`src/rtl/synth_pkg.sv`:
```
// Shared synth-voice definitions: default datapath widths, phase accumulator
// state encoding and the frequency control word type.
package synth_pkg;

  localparam int unsigned SYNTH_ACC_W = 24;
  localparam int unsigned SYNTH_OUT_W = 16;

  typedef enum logic [1:0] {
    IDLE  = 2'd0,
    RUN   = 2'd1,
    GLIDE = 2'd2
  } pa_state_t;

  typedef logic [SYNTH_ACC_W-1:0] fcw_t;

endpackage

```
`src/rtl/phase_glide_step.sv`:
```
// One portamento step: moves cur toward tgt by |tgt-cur| >> GLIDE_SHIFT
// (at least 1), snapping onto tgt and flagging done when close enough.
module phase_glide_step #(
  parameter int unsigned ACC_W       = 24,
  parameter int unsigned GLIDE_SHIFT = 4
) (
  input  logic [ACC_W-1:0] cur_i,
  input  logic [ACC_W-1:0] tgt_i,
  output logic [ACC_W-1:0] nxt_o,
  output logic             done_o
);

  localparam int unsigned DW = ACC_W + 1;

  logic [DW-1:0]    diff;
  logic [DW-1:0]    diff_neg;
  logic             neg;
  logic [ACC_W-1:0] mag;
  logic [ACC_W-1:0] step;

  // Difference is one bit wider so the sign survives full-scale swings.
  always_comb begin
    nxt_o    = cur_i;
    done_o   = 1'b0;
    diff     = {1'b0, tgt_i} - {1'b0, cur_i};
    diff_neg = DW'(0) - diff;
    neg      = diff[DW-1];
    mag      = neg ? diff_neg[ACC_W-1:0] : diff[ACC_W-1:0];
    step     = mag >> GLIDE_SHIFT;
    if (step == '0) begin
      step = ACC_W'(1);
    end
    if (mag <= step) begin
      nxt_o  = tgt_i;
      done_o = 1'b1;
    end else if (neg) begin
      nxt_o = cur_i - step;
    end else begin
      nxt_o = cur_i + step;
    end
  end

endmodule

```
`src/rtl/phase_acc.sv`:
```
// NCO phase accumulator feeding the waveform shapers: gated run/stop,
// hard sync and optional glide between successive frequency control words.
module phase_acc
  import synth_pkg::*;
#(
  parameter int unsigned ACC_W       = SYNTH_ACC_W,
  parameter int unsigned OUT_W       = SYNTH_OUT_W,
  parameter int unsigned GLIDE_SHIFT = 4
) (
  input  logic             i_clk,
  input  logic             i_rst_n,
  input  logic             i_sample_en,
  input  logic             i_gate,
  input  logic             i_sync,
  input  logic             i_glide_en,
  input  logic [ACC_W-1:0] i_fcw,
  input  logic             i_fcw_valid,
  output logic             o_fcw_ready,
  output logic [OUT_W-1:0] o_addr,
  output logic             o_valid,
  output logic             o_wrap
);

  pa_state_t        state_q, state_d;
  logic [ACC_W-1:0] acc_q, acc_d;
  logic [ACC_W-1:0] cur_q, cur_d;
  logic [ACC_W-1:0] tgt_q, tgt_d;
  logic             sync_pend_q, sync_pend_d;
  logic             valid_q, valid_d;
  logic             wrap_q, wrap_d;

  logic [ACC_W:0]   sum;
  logic             fcw_xfer;
  logic [ACC_W-1:0] glide_nxt;
  logic             glide_done;

  phase_glide_step #(
    .ACC_W       (ACC_W),
    .GLIDE_SHIFT (GLIDE_SHIFT)
  ) u_glide_step (
    .cur_i  (cur_q),
    .tgt_i  (tgt_q),
    .nxt_o  (glide_nxt),
    .done_o (glide_done)
  );

  assign o_fcw_ready = (state_q != GLIDE);
  assign o_addr      = acc_q[ACC_W-1 -: OUT_W];
  assign o_valid     = valid_q;
  assign o_wrap      = wrap_q;

  always_ff @(posedge i_clk) begin
    if (!i_rst_n) begin
      state_q     <= IDLE;
      acc_q       <= '0;
      cur_q       <= '0;
      tgt_q       <= '0;
      sync_pend_q <= 1'b0;
      valid_q     <= 1'b0;
      wrap_q      <= 1'b0;
    end else begin
      state_q     <= state_d;
      acc_q       <= acc_d;
      cur_q       <= cur_d;
      tgt_q       <= tgt_d;
      sync_pend_q <= sync_pend_d;
      valid_q     <= valid_d;
      wrap_q      <= wrap_d;
    end
  end

  // Gate low dominates; the advance always uses the pre-update cur_q.
  always_comb begin
    state_d     = state_q;
    acc_d       = acc_q;
    cur_d       = cur_q;
    tgt_d       = tgt_q;
    sync_pend_d = sync_pend_q;
    valid_d     = 1'b0;
    wrap_d      = 1'b0;
    sum         = {1'b0, acc_q} + {1'b0, cur_q};
    fcw_xfer    = i_fcw_valid && o_fcw_ready;

    if (state_q == IDLE) begin
      acc_d       = '0;
      sync_pend_d = 1'b0;
      if (fcw_xfer) begin
        tgt_d = i_fcw;
        cur_d = i_fcw;
      end
      if (i_gate) begin
        state_d = RUN;
      end
    end else if (!i_gate) begin
      state_d     = IDLE;
      acc_d       = '0;
      sync_pend_d = 1'b0;
      if (fcw_xfer) begin
        tgt_d = i_fcw;
        cur_d = i_fcw;
      end else begin
        cur_d = tgt_q;
      end
    end else begin
      if (i_sample_en) begin
        valid_d = 1'b1;
        if (sync_pend_q || i_sync) begin
          acc_d       = '0;
          sync_pend_d = 1'b0;
        end else begin
          acc_d  = sum[ACC_W-1:0];
          wrap_d = sum[ACC_W];
        end
      end else if (i_sync) begin
        sync_pend_d = 1'b1;
      end

      if (state_q == RUN) begin
        if (fcw_xfer) begin
          tgt_d = i_fcw;
          if (!i_glide_en || (i_fcw == cur_q)) begin
            cur_d = i_fcw;
          end else begin
            state_d = GLIDE;
          end
        end
      end else if (i_sample_en) begin
        cur_d = glide_nxt;
        if (glide_done) begin
          state_d = RUN;
        end
      end
    end
  end

endmodule

```
`config.mk`:
```
export PLATFORM = sky130hd
export DESIGN_NAME = phase_acc
export DESIGN_NICKNAME = d
export VERILOG_FILES = /design/src/rtl/synth_pkg.sv /design/src/rtl/phase_glide_step.sv /design/src/rtl/phase_acc.sv
export SDC_FILE = /design/constraint.sdc
export NUM_CORES = 1
export LEC_CHECK = 0
export ABC_AREA = 1
export CORE_MARGIN = 4
export CORE_UTILIZATION = 60
export CTS_CLUSTER_SIZE = 8
export DETAILED_ROUTE_END_ITERATION = 6
export GPL_ROUTABILITY_DRIVEN = 0
export PLACE_DENSITY = 0.79
export SLEW_MARGIN = 30
export SYNTH_ARGS = -nofsm -noshare
export SYNTH_HDL_FRONTEND = slang
export SYNTH_SLANG_ARGS = --single-unit
```
`constraint.sdc`:
```
create_clock -name i_clk -period 12.15 [get_ports i_clk]
set_clock_uncertainty 0.05 [all_clocks]
set_input_delay 1.8225 -clock i_clk [delete_from_list [all_inputs] [get_ports i_clk]]
set_output_delay 1.8225 -clock i_clk [all_outputs]
set_load 0.01 [all_outputs]
```
# Word level (Yosys, flattened, before mapping)
# Index checks and enable logic that the tools add are counted.
# classes
n_addsub	5
n_lt_le_gt_ge	1
n_eq_ne	13
muxes	29
bitwise	3
reduce_logical	12
# ops
operator	n
2-to-1 mux 24 bit	15
adder 24 x 24 -> 25 bit	1
subtractor 24 x 24 -> 25 bit	1
adder 24 bit	1
== test 24 bit	1
less-or-equal comparator 24 bit	1
zero test 24 bit	1
subtractor 1 x 24 -> 24 bit, first input constant	1
subtractor 24 bit	1
2-to-1 mux 20 bit	1
2-to-1 mux 2 bit	8
!= test 4 bit, second input constant	2
!= test 2 bit, second input constant	3
2-to-1 mux 1 bit	5
AND reduction 5 bit	1
OR reduction 5 bit	1
!= test 4 x 1 -> 1 bit, second input constant	1
!= test 4 x 2 -> 1 bit, second input constant	1
!= test 4 x 3 -> 1 bit, second input constant	1
AND reduction 4 bit	1
!= test 3 x 1 -> 1 bit, second input constant	1
!= test 3 bit, second input constant	1
NOT 1 bit	3
OR reduction 3 bit	1
other kinds (8)	9
# totals
regBits	77
word_cells	70

# Depth between registers and ports, before layout
# Gate-level depths: netlist of the first run.
# depth
depth_word	12
depth_mapped	45
ltp_nobuf	45

# By module
# A second synthesis of the first run with hierarchy kept.
# hier_totals
hier_cells	1896
hier_area_um2	10774.1
# by_module_without_submodules
module	instances	cells_per_inst	area_each_um2
phase_acc	1	950	5571.6
phase_glide_step	1	946	5202.5

# Worst setup path after synthesis of the first run
# No wires, ideal clock.
# synth_path
path_type	reg-to-reg
from	register tgt_q[0]
to	register cur_q[19]
setup_time_ns	0.143
t_arrival_ns	5.593
required_ns	11.957
setup_slack_ns	6.364
stages_incl_launch_ff	40
path_buffers	0
synth_period_minus_slack_ns	5.786
cell_sequence	dfxtp_1 inv_1 ha_1 fa_1 ha_1 a21boi_0 nand3_1 nor2_1 nand3_1 inv_1 nand3_2 nor2_2 nand3_1 nand2_1 nand2_1 nand2_1 nand2_2 nor2_8 [... 4 more ...] ha_1 or2_2 xnor2_1 ha_1 nand3_1 nand2_1 a21oi_1 o21ai_0 a21oi_1 o21ai_0 a21oi_1 o21ai_0 xnor2_1 nand2_1 nand3_1 nand2_1 nand2_1 a21oi_2
# synth_between
elab_chain_cells	12
# synth_lines
item	line	text
from (decl)	phase_acc.sv:27	logic [ACC_W-1:0] tgt_q, tgt_d;
from (signal assigned)	phase_acc.sv:65	tgt_q <= tgt_d;
subtractor 24 x 24 -> 25 bit *	phase_glide_step.sv:25	diff = {1'b0, tgt_i} - {1'b0, cur_i};
subtractor 1 x 24 -> 24 bit	phase_glide_step.sv:26	diff_neg = DW'(0) - diff;
2-to-1 mux 24 bit	phase_glide_step.sv:28	mag = neg ? diff_neg[ACC_W-1:0] : diff[ACC_W-1:0];
zero test 24 bit	phase_glide_step.sv:30	if (step == '0) begin
2-to-1 mux 20 bit	phase_glide_step.sv:30	
adder 24 bit or subtractor 24 bit (tied branches)	phase_glide_step.sv:39, phase_glide_step.sv:37	
2-to-1 mux 24 bit	phase_glide_step.sv:36	end else if (neg) begin
2-to-1 mux 24 bit *	phase_glide_step.sv:33	if (mag <= step) begin
2-to-1 mux 24 bit *	phase_acc.sv:127	end else if (i_sample_en) begin
2-to-1 mux 24 bit *	phase_acc.sv:118	if (state_q == RUN) begin
2-to-1 mux 24 bit *	phase_acc.sv:94	end else if (!i_gate) begin
2-to-1 mux 24 bit *	phase_acc.sv:84	if (state_q == IDLE) begin
to (signal assigned)	phase_acc.sv:64	cur_q <= cur_d;
to (decl)	phase_acc.sv:26	logic [ACC_W-1:0] cur_q, cur_d;
# Mark *: on every way between the ends. The rest lies on a longest branch, timed or not. The select of a mux whose other input is x is not followed.
# A chain may end at the register's enable or synchronous reset.

# Final worst setup path of the first run
# layout_path
from	register cur_q[0]
to	register cur_q[19]
# layout_between
elab_chain_cells	12
# layout_lines
item	line
subtractor 24 x 24 -> 25 bit	phase_glide_step.sv:25
subtractor 1 x 24 -> 24 bit	phase_glide_step.sv:26
2-to-1 mux 24 bit	phase_glide_step.sv:28
zero test 24 bit	phase_glide_step.sv:30
2-to-1 mux 20 bit	phase_glide_step.sv:30
adder 24 bit or subtractor 24 bit (tied branches)	phase_glide_step.sv:39, phase_glide_step.sv:37
2-to-1 mux 24 bit	phase_glide_step.sv:36
2-to-1 mux 24 bit	phase_glide_step.sv:33
2-to-1 mux 24 bit	phase_acc.sv:127
2-to-1 mux 24 bit	phase_acc.sv:118
2-to-1 mux 24 bit	phase_acc.sv:94
2-to-1 mux 24 bit	phase_acc.sv:84
# Several ways; a longest one is shown, not always the timed one. The select of a mux whose other input is x is not followed.

==> out/qor.yml, run 1 <==
cts_tree: "built"
dpl.hpwl_um: 26100
ctsHoldBuffers: 0
fin_area_um2: 11500
slowest_delay_ns: 0.68
netlist_area_um2: 10600
syn_area_per_cell_um2: 5.85
clkLatencyLatePin_ns: 0.35
nets: 1946
wl_um: 33200
report.final.hold_viol_count: 0
yosys_warnings: 0
grt_antenna_before_repair: 0
crit_family: "simple AND/OR/NAND/NOR gates"
hold_path.class: "reg -> reg"
drive_gt1_share_pct: 6.25
die_w_um: 141
setup_viol: 0
crit_path_end_kind: "register"
synth_seq_cells: 77
rsz0062_at_grt: "false"
synthArstFlopShare_pct: 0
syn_inst: 1813
areaGrowthSynthToFinish_pct: 7.96
fmax_mhz: 133
drt-initial-drc-count: 1247
cp.arrival_ns: 7.67
num_rows: 48
io_pins: 50
drv_slew: 0
synth_nets: 1940
path_class: "reg -> reg"
cts_num_sinks: 77
via_per_inst: 5.91
first_pass_iters: 6
start_util_pct: 61.4
h-tree-depth: 3
grt_use_total_pct: 32.6
cts_resized: 0
tns_ns: 0
fin_crit_ns: 7.51
clk_pin_slew_ns: 0.07
diodes: 0
drv_cap: 0
grt_max_degree: 51
ys_types: 56
die_area_um2: 19900
tightestPinTransition_ns: 0.946
grt_pass1_wl_um: 53300
ant_nets: 0
period_share_pct: 61.8
wl_per_cell_um: 16.2
path_buf_inv: 1
grt_overflow: 0
drc: 0
io_buffer_count: 49
postCtsSetupRepairBufs: 0
grt_pass1_vias: 10798
crit_top_cell: "nand3_1"
crit_required_ns: 12.31
synth_edf_count: 0
slowest_stage: "nor2_4"
cts-buffers-inserted: 9
outcome: "finished clean"
slew-limit-headroom_pct: 36.5
placed_cells: 2033
fp.dieH_um: 141
fin_cells: 2049
placed_area_um2: 11100
yosysSeqAreaShare_pct: 14.5
cp-start-kind: "register"
ys.flop_type: "dfxtp_1"
core_um2: 17300
cts_buffer_depth: 2
root_buffer: "clkbuf_16"
crit_fanout: 26
vias: 12104
utilization_pct: 66.2
state kept, by name, summed over array words and instances (netlist names):
| register | flops |
|---|---|
| acc_q | 24 |
| cur_q | 24 |
| o_valid | 1 |
| o_wrap | 1 |
| state_q | 2 |
| sync_pend_q | 1 |
| tgt_q | 24 |
cells in the final DEF, fill, tap and decap left out, types with 22 or more instances in the layout:
master           count
o211ai_1            27
inv_1              267
a21oi_1            137
ha_1                93
o21ai_0             94
nand4_1             51
xnor2_1             22
xor2_1              37
nand2_1            539
dfxtp_1             77
nor2_1             102
clkdlybuf4s50_1     49
nand3_1            126
metal layers:
layer | up-vias | global-route usage [%] | share of wire [%]
met2 | 606 | 51.4 | 43
li1 | 5951 | - | -
met4 | 0 | 13.1 | 4.4
met1 | 5428 | 43.2 | 42
met5 | - | 0 | 0
met3 | 119 | 7.39 | 11
cells by family (layout without fill, tap and decap cells):
kind of cell	Yosys count	after routing	share of synthesized area (%)
buffers and inverters	348	359	13.2
adder cells (fa/ha/maj)	96	96	11.5
AND/OR/NAND/NOR	896	896	36.7
XOR/XNOR	62	62	5.33
flip-flops	77	77	14.5
AO/OA/AOI/OAI	334	334	18.6
per-stage QoR:
stage / worst slack (ns) / hold slack [ns]
after global routing: 3.92 / 0.438
after CTS: 4.82 / 0.430
final: 4.64 / 0.434
after detailed placement: 4.87 / 0.414
after floorplan: 6.36 / 0.385
after global placement: 5.02 / 0.409
Yosys cell counts (8+ instances only):
| cell type | instances | share of area, % |
|---|---|---|
| a21oi_1 | 137 | 6.5 |
| a32o_1 | 8 | 0.75 |
| nor2_1 | 102 | 3.6 |
| nor4_1 | 8 | 0.47 |
| o21ai_0 | 95 | 4.5 |
| nand4_1 | 51 | 3.0 |
| dfxtp_1 | 77 | 15 |
| nand2_1 | 540 | 19 |
| inv_2 | 16 | 0.57 |
| buf_2 | 9 | 0.42 |
| xor2_1 | 37 | 3.1 |
| inv_1 | 268 | 9.5 |
| nor3_1 | 19 | 0.90 |
| clkbuf_1 | 31 | 1.1 |
| xnor2_1 | 22 | 1.8 |
| nand2_2 | 15 | 0.88 |
| buf_4 | 19 | 1.3 |
| nand3_1 | 126 | 5.9 |
| ha_1 | 93 | 11 |
| o211ai_1 | 27 | 1.9 |
| a21oi_2 | 21 | 1.7 |
worst min-delay path, stage by stage, from the launching register on:
cell     delay [ns]
dfxtp_1        0.34
nand2_1        0.06
o31ai_1        0.06
cell type report:
| type | count | area, um2 |
|---|---|---|
| Clock buffer | 10 | 229 |
| Timing Repair Buffer | 58 | 558 |
| Tap cell | 225 | 282 |
| Fill cell | 1601 | 5840 |
| Clock inverter | 6 | 93.8 |
| Sequential cell | 77 | 1540 |
| Inverter | 285 | 1070 |
| Multi-Input combinational cell | 1388 | 7680 |
worst paths after layout:
check,depth (start not counted),start,slack (ns),end
worst max-delay path,36,cur_q[0]$_SDFFE_PN0P_,4.64,cur_q[19]$_SDFFE_PN0P_
worst min-delay path,2,acc_q[6]$_SDFFE_PP0P_,0.43,acc_q[6]$_SDFFE_PP0P_
worst max register to register,36,cur_q[0]$_SDFFE_PN0P_,4.64,cur_q[19]$_SDFFE_PN0P_
worst min register to register,2,acc_q[6]$_SDFFE_PP0P_,0.43,acc_q[6]$_SDFFE_PP0P_
Power of run 1 is not shown: default switching activity piles up to over one toggle a cycle in this logic, so the estimate is an artifact.
==> run 2: changes to the inputs <==
==> constraint.sdc (replaced) <==
create_clock -name i_clk -period 7.8 [get_ports i_clk]
set_clock_uncertainty 0.05 [all_clocks]
set_input_delay 1.17 -clock i_clk [delete_from_list [all_inputs] [get_ports i_clk]]
set_output_delay 1.17 -clock i_clk [all_outputs]
set_load 0.01 [all_outputs]
==> out/qor.yml, run 2 (synthesis gave the netlist of run 1 again) <==
outcome: "finished clean"  # unchanged
final_common_cell: "nand2_1"  # unchanged
holdPathStages: 2  # unchanged
cts_tree: "built"  # unchanged
cp-start-kind: "register"  # unchanged
dpl.hpwl_um: 26000  # was 26,100 um
io_pins: 50  # unchanged
tightestPinTransition_ns: 1.04  # was 0.946 ns
fillers: 1672  # was 1,601
drc: 0  # unchanged
slowest_delay_ns: 0.46  # was 0.68 ns
grt_max_degree: 51  # unchanged
reg.largest.list: "acc_q (24), cur_q (24), tgt_q (24)"  # unchanged
slowest_stage: "dfxtp_1"  # was nor2_4
grt_antenna_before_repair: 0  # unchanged
fp.dieH_um: 141  # unchanged
fmax_mhz: 142  # was 133 MHz
report.final.hold_viol_count: 0  # unchanged
via_per_inst: 5.86  # was 5.91
areaGrowthSynthToFinish_pct: 8.48  # was 7.96%
h-tree-depth: 3  # unchanged
placed_cells: 2038  # was 2,033
slew-limit-headroom_pct: 30.3  # was 36.5%
crit_required_ns: 7.96  # was 12.31 ns
whs_ns: 0.421  # was 0.434 ns
drv_cap: 0  # unchanged
cts_num_sinks: 77  # unchanged
drive_gt1_share_pct: 6.62  # was 6.25%
vias: 12028  # was 12.1k
grt_pass1_vias: 10872  # was 10.8k
crit_path_end_kind: "register"  # unchanged
setup_viol: 0  # unchanged
die_area_um2: 19900  # unchanged
worst_hold_startpoint: "acc_q[4]$_SDFFE_PP0P_"  # was acc_q[6]$_SDFFE_PP0P_
root_buffer: "clkbuf_16"  # unchanged
wl_per_cell_um: 16.4  # was 16.2 um
io_buffer_count: 49  # unchanged
die_w_um: 141  # unchanged
fin_crit_ns: 7.06  # was 7.51 ns
wl_um: 33700  # was 33,200 um
clk_pin_slew_ns: 0.07  # about the same
path_class: "reg -> reg"  # unchanged
cts_buffer_depth: 2  # unchanged
mostFrequentLayoutCells: "nand2_1, inv_1, a21oi_1"  # unchanged
ant_nets: 0  # unchanged
reg2reg_depth: 40  # was 36
hold_path.class: "reg -> reg"  # unchanged
fin_cells: 2054  # was 2,049
tns_ns: 0  # unchanged
worstReg2RegStart: "cur_q[8]$_SDFFE_PN0P_"  # was cur_q[0]$_SDFFE_PN0P_
utilization_pct: 66.6  # was 66.2%
nets: 1951  # was 1,946
num_rows: 48  # unchanged
crit_fanout: 10  # was 26
start_util_pct: 61.4  # unchanged
clkLatencyLatePin_ns: 0.35  # about the same
crit_top_cell: "nand2_1"  # was nand3_1
core_um2: 17300  # unchanged
period_share_pct: 90.5  # was 61.8%
crit_start: "cur_q[8]$_SDFFE_PN0P_"  # was cur_q[0]$_SDFFE_PN0P_
ctsHoldBuffers: 0  # unchanged
rsz0062_at_grt: "false"  # unchanged
cp.arrival_ns: 7.22  # was 7.67 ns
diodes: 0  # unchanged
drv_slew: 0  # unchanged
drt-initial-drc-count: 1416  # was 1,247
cts-buffers-inserted: 9  # unchanged
first_pass_iters: 6  # unchanged
grt_pass1_wl_um: 54100  # was 53,300 um
grt_overflow: 0  # unchanged
grt_use_total_pct: 33.3  # was 32.6%
-- run 2: cell count changes in the layout (fill, tap and decap cells not counted), sizes merged --
| cell | delta |
|---|---|
| buf | +5 |
| clkinv | -1 |
| clkinvlp | +1 |
-- run 2: area by class of cell --
type	count	area, um2	share of cell area, %
Multi-Input combinational cell	1388	7690	66.8
Sequential cell	77	1540	13.4
Inverter	285	1070	9.31
Timing Repair Buffer	63	596	5.17
Tap cell	225	282	2.45
Clock buffer	10	239	2.08
Clock inverter	6	92.6	0.804
-- run 2: path summary, 6_finish.rpt --
check | endpoint | slack, ns
worst max-delay path | cur_q[19]$_SDFFE_PN0P_ | 0.74
worst min-delay path | acc_q[4]$_SDFFE_PP0P_ | 0.42
worst max register to register | cur_q[19]$_SDFFE_PN0P_ | 0.74
worst min register to register | acc_q[4]$_SDFFE_PP0P_ | 0.42
-- run 2: stage by stage --
step                setup slack (ns)  instance area, um2
floorplan                       2.01               10600
global placement               0.814               11200
detailed placement             0.656               11200
CTS                            0.636               11500
global route                   0.113               11500
finish                         0.744               11500
-- run 2: critical path: cells and delay by family (launching register included) --
family,cells,cell delay [ns]
and+or+nand+nor,23,3.03
xor gates and xnor gates,2,0.43
adders and majority gates,3,0.95
buffers and inverters,4,0.44
DFF,1,0.46
AOI/OAI and AO/OA,8,1.55
-- run 2: per-layer routing --
metal	track usage, %	routed length (um)	up-vias
met5	0	0	-
met4	13.8	1320	0
met3	5.56	3090	93
met2	53.2	14800	613
met1	44.6	14500	5381
li1	-	-	5941
-- run 2: what timing repair did --
| item | 4_1_cts | 5_1_grt |
|---|---|---|
| gates resized for setup | 0 | 2 |
| endpoints found under the setup margin | 0 | 4 |
| buffers inserted | 0 | 0 |
Power of run 2 is left out for the same reason.
==> run 3: changes to the inputs <==
--- a/config.mk
+++ b/config.mk
@@ -6,12 +6,15 @@
 export NUM_CORES = 1
 export LEC_CHECK = 0
 export ABC_AREA = 1
+export CELL_PAD_IN_SITES_DETAIL_PLACEMENT = 1
+export CELL_PAD_IN_SITES_GLOBAL_PLACEMENT = 2
+export CORE_ASPECT_RATIO = 0.8
 export CORE_MARGIN = 4
-export CORE_UTILIZATION = 60
+export CORE_UTILIZATION = 33
 export CTS_CLUSTER_SIZE = 8
 export DETAILED_ROUTE_END_ITERATION = 6
 export GPL_ROUTABILITY_DRIVEN = 0
-export PLACE_DENSITY = 0.79
+export PLACE_DENSITY = 0.82
 export SLEW_MARGIN = 30
 export SYNTH_ARGS = -nofsm -noshare
 export SYNTH_HDL_FRONTEND = slang
==> out/qor.yml, run 3 (synthesis gave the netlist of run 1 again) <==
wl_per_cell_um: 19.5  # was 16.4 um
slowest_stage: "dfxtp_1"  # unchanged
vias: 12161  # was 12.0k
grt_use_total_pct: 24.7  # was 33.3%
period_share_pct: 91.7  # was 90.5%
multi_input_area_um2: 7700  # was 7690 um2
areaGrowthSynthToFinish_pct: 11.6  # was 8.48%
h-tree-depth: 3  # unchanged
io_buffer_count: 49  # unchanged
grt_antenna_before_repair: 0  # unchanged
worst_hold_startpoint: "acc_q[2]$_SDFFE_PP0P_"  # was acc_q[4]$_SDFFE_PP0P_
ant_nets: 0  # unchanged
grt_pass1_wl_um: 69200  # was 54,100 um
ff_latch_area_um2: 1540  # unchanged
crit_required_ns: 7.98  # was 7.96 ns
crit_path_end_kind: "register"  # unchanged
core_um2: 31600  # was 17,300 um2
first_pass_iters: 5  # was 6
drv_slew: 0  # unchanged
grt_pass1_vias: 12143  # was 10.9k
tightestPinTransition_ns: 0.908  # was 1.04 ns
hold_path.class: "reg -> reg"  # unchanged
drc: 0  # unchanged
grt_overflow: 0  # unchanged
cts_tree: "built"  # unchanged
final_common_cell: "nand2_1"  # unchanged
rsz0062_at_grt: "false"  # unchanged
num_rows: 58  # was 48
via_per_inst: 5.38  # was 5.86
clk_pin_slew_ns: 0.07  # about the same
cts-buffers-inserted: 9  # unchanged
drive_gt1_share_pct: 7.38  # was 6.62%
root_buffer: "clkbuf_16"  # unchanged
drt-initial-drc-count: 815  # was 1,416
grt_max_degree: 51  # unchanged
die_w_um: 209  # was 141 um
cp-start-kind: "register"  # unchanged
path_class: "reg -> reg"  # unchanged
crit_fanout: 10  # unchanged
dpl.hpwl_um: 35600  # was 26,000 um
clkLatencyLatePin_ns: 0.37  # was 0.35 ns
reg2reg_depth: 39  # was 40
holdPathStages: 2  # unchanged
die_area_um2: 35100  # was 19,900 um2
fp.dieH_um: 168  # was 141 um
fillers: 4303  # was 1,672
mostFrequentLayoutCells: "nand2_1, inv_1, a21oi_1"  # unchanged
worstReg2RegStart: "cur_q[10]$_SDFFE_PN0P_"  # was cur_q[8]$_SDFFE_PN0P_
cts_buffer_depth: 2  # unchanged
io_pins: 50  # unchanged
reg.largest.list: "acc_q (24), cur_q (24), tgt_q (24)"  # unchanged
diodes: 0  # unchanged
outcome: "finished clean"  # unchanged
crit_top_cell: "nand2_1"  # unchanged
crit_start: "cur_q[10]$_SDFFE_PN0P_"  # was cur_q[8]$_SDFFE_PN0P_
tns_ns: 0  # unchanged
drv_cap: 0  # unchanged
cp.arrival_ns: 7.34  # was 7.22 ns
cts_num_sinks: 77  # unchanged
setup_viol: 0  # unchanged
start_util_pct: 33.6  # was 61.4%
report.final.hold_viol_count: 0  # unchanged
slew-limit-headroom_pct: 39.5  # was 30.3%
utilization_pct: 37.5  # was 66.6%
fmax_mhz: 140  # was 142 MHz
slowest_delay_ns: 0.46  # about the same
nets: 1964  # was 1,951
fin_crit_ns: 7.15  # was 7.06 ns
wl_um: 44200  # was 33,700 um
## run 3: changes by cell type in the layout (fill, tap and decap cells not counted), sizes merged
cell / change
inv: -1
clkbuf: +1
bufinv: -1
clkinvlp: -2
buf: +13
clkinv: +3
## run 3: final timing paths
path / end / slack, ns
hold / removal: acc_q[2]$_SDFFE_PP0P_ / 0.42
setup / recovery: cur_q[20]$_SDFFE_PN0P_ / 0.65
setup reg to reg: cur_q[20]$_SDFFE_PN0P_ / 0.65
hold reg to reg: acc_q[2]$_SDFFE_PP0P_ / 0.42
## run 3: repair_timing
item / 4_1_cts / 5_1_grt
hold buffers: 0 / 0
buffers inserted: 0 / 2
setup endpoints to repair: 0 / 6
resized for setup: 0 / 5
## run 3: worst max-delay path, delay by kind of cell, from the launching register on
family	cells	cell delay [ns]
AOI/OAI and AO/OA	9	1.74
and+or+nand+nor	19	2.57
adders and majority gates	3	0.97
xor gates and xnor gates	3	0.60
DFF	1	0.46
buffers and inverters	5	0.63
## run 3: cell type report
| type | instances | area share, % |
|---|---|---|
| clock buffers | 11 | 2.13 |
| clock inverters | 5 | 0.486 |
| inverters | 285 | 9.04 |
| multi-input cells | 1388 | 65.0 |
| flip-flops and latches | 77 | 13.0 |
| well taps | 420 | 4.44 |
| repair buffers | 76 | 5.88 |
## run 3: per-stage QoR
| step | setup WS, ns | instances | cell area (um2) | hold slack (ns) |
|---|---|---|---|---|
| global route | 0.0433 | 2262 | 11800 | 0.453 |
| finish | 0.646 | 2262 | 11800 | 0.424 |
| CTS | 0.234 | 2260 | 11800 | 0.433 |
| global placement | 0.382 | 2244 | 11500 | 0.402 |
| detailed placement | 0.335 | 2244 | 11500 | 0.419 |
| floorplan | 2.01 | 1813 | 10600 | 0.385 |
## run 3: routing by layer
| layer | GRT usage [%] | up-vias | part of all wire [%] |
|---|---|---|---|
| met5 | 0 | - | 0 |
| met3 | 3.63 | 50 | 4.4 |
| li1 | - | 5977 | - |
| met1 | 36.5 | 5875 | 51 |
| met4 | 6.19 | 0 | 2.2 |
| met2 | 37.6 | 259 | 42 |
Power of run 3 is left out for the same reason.
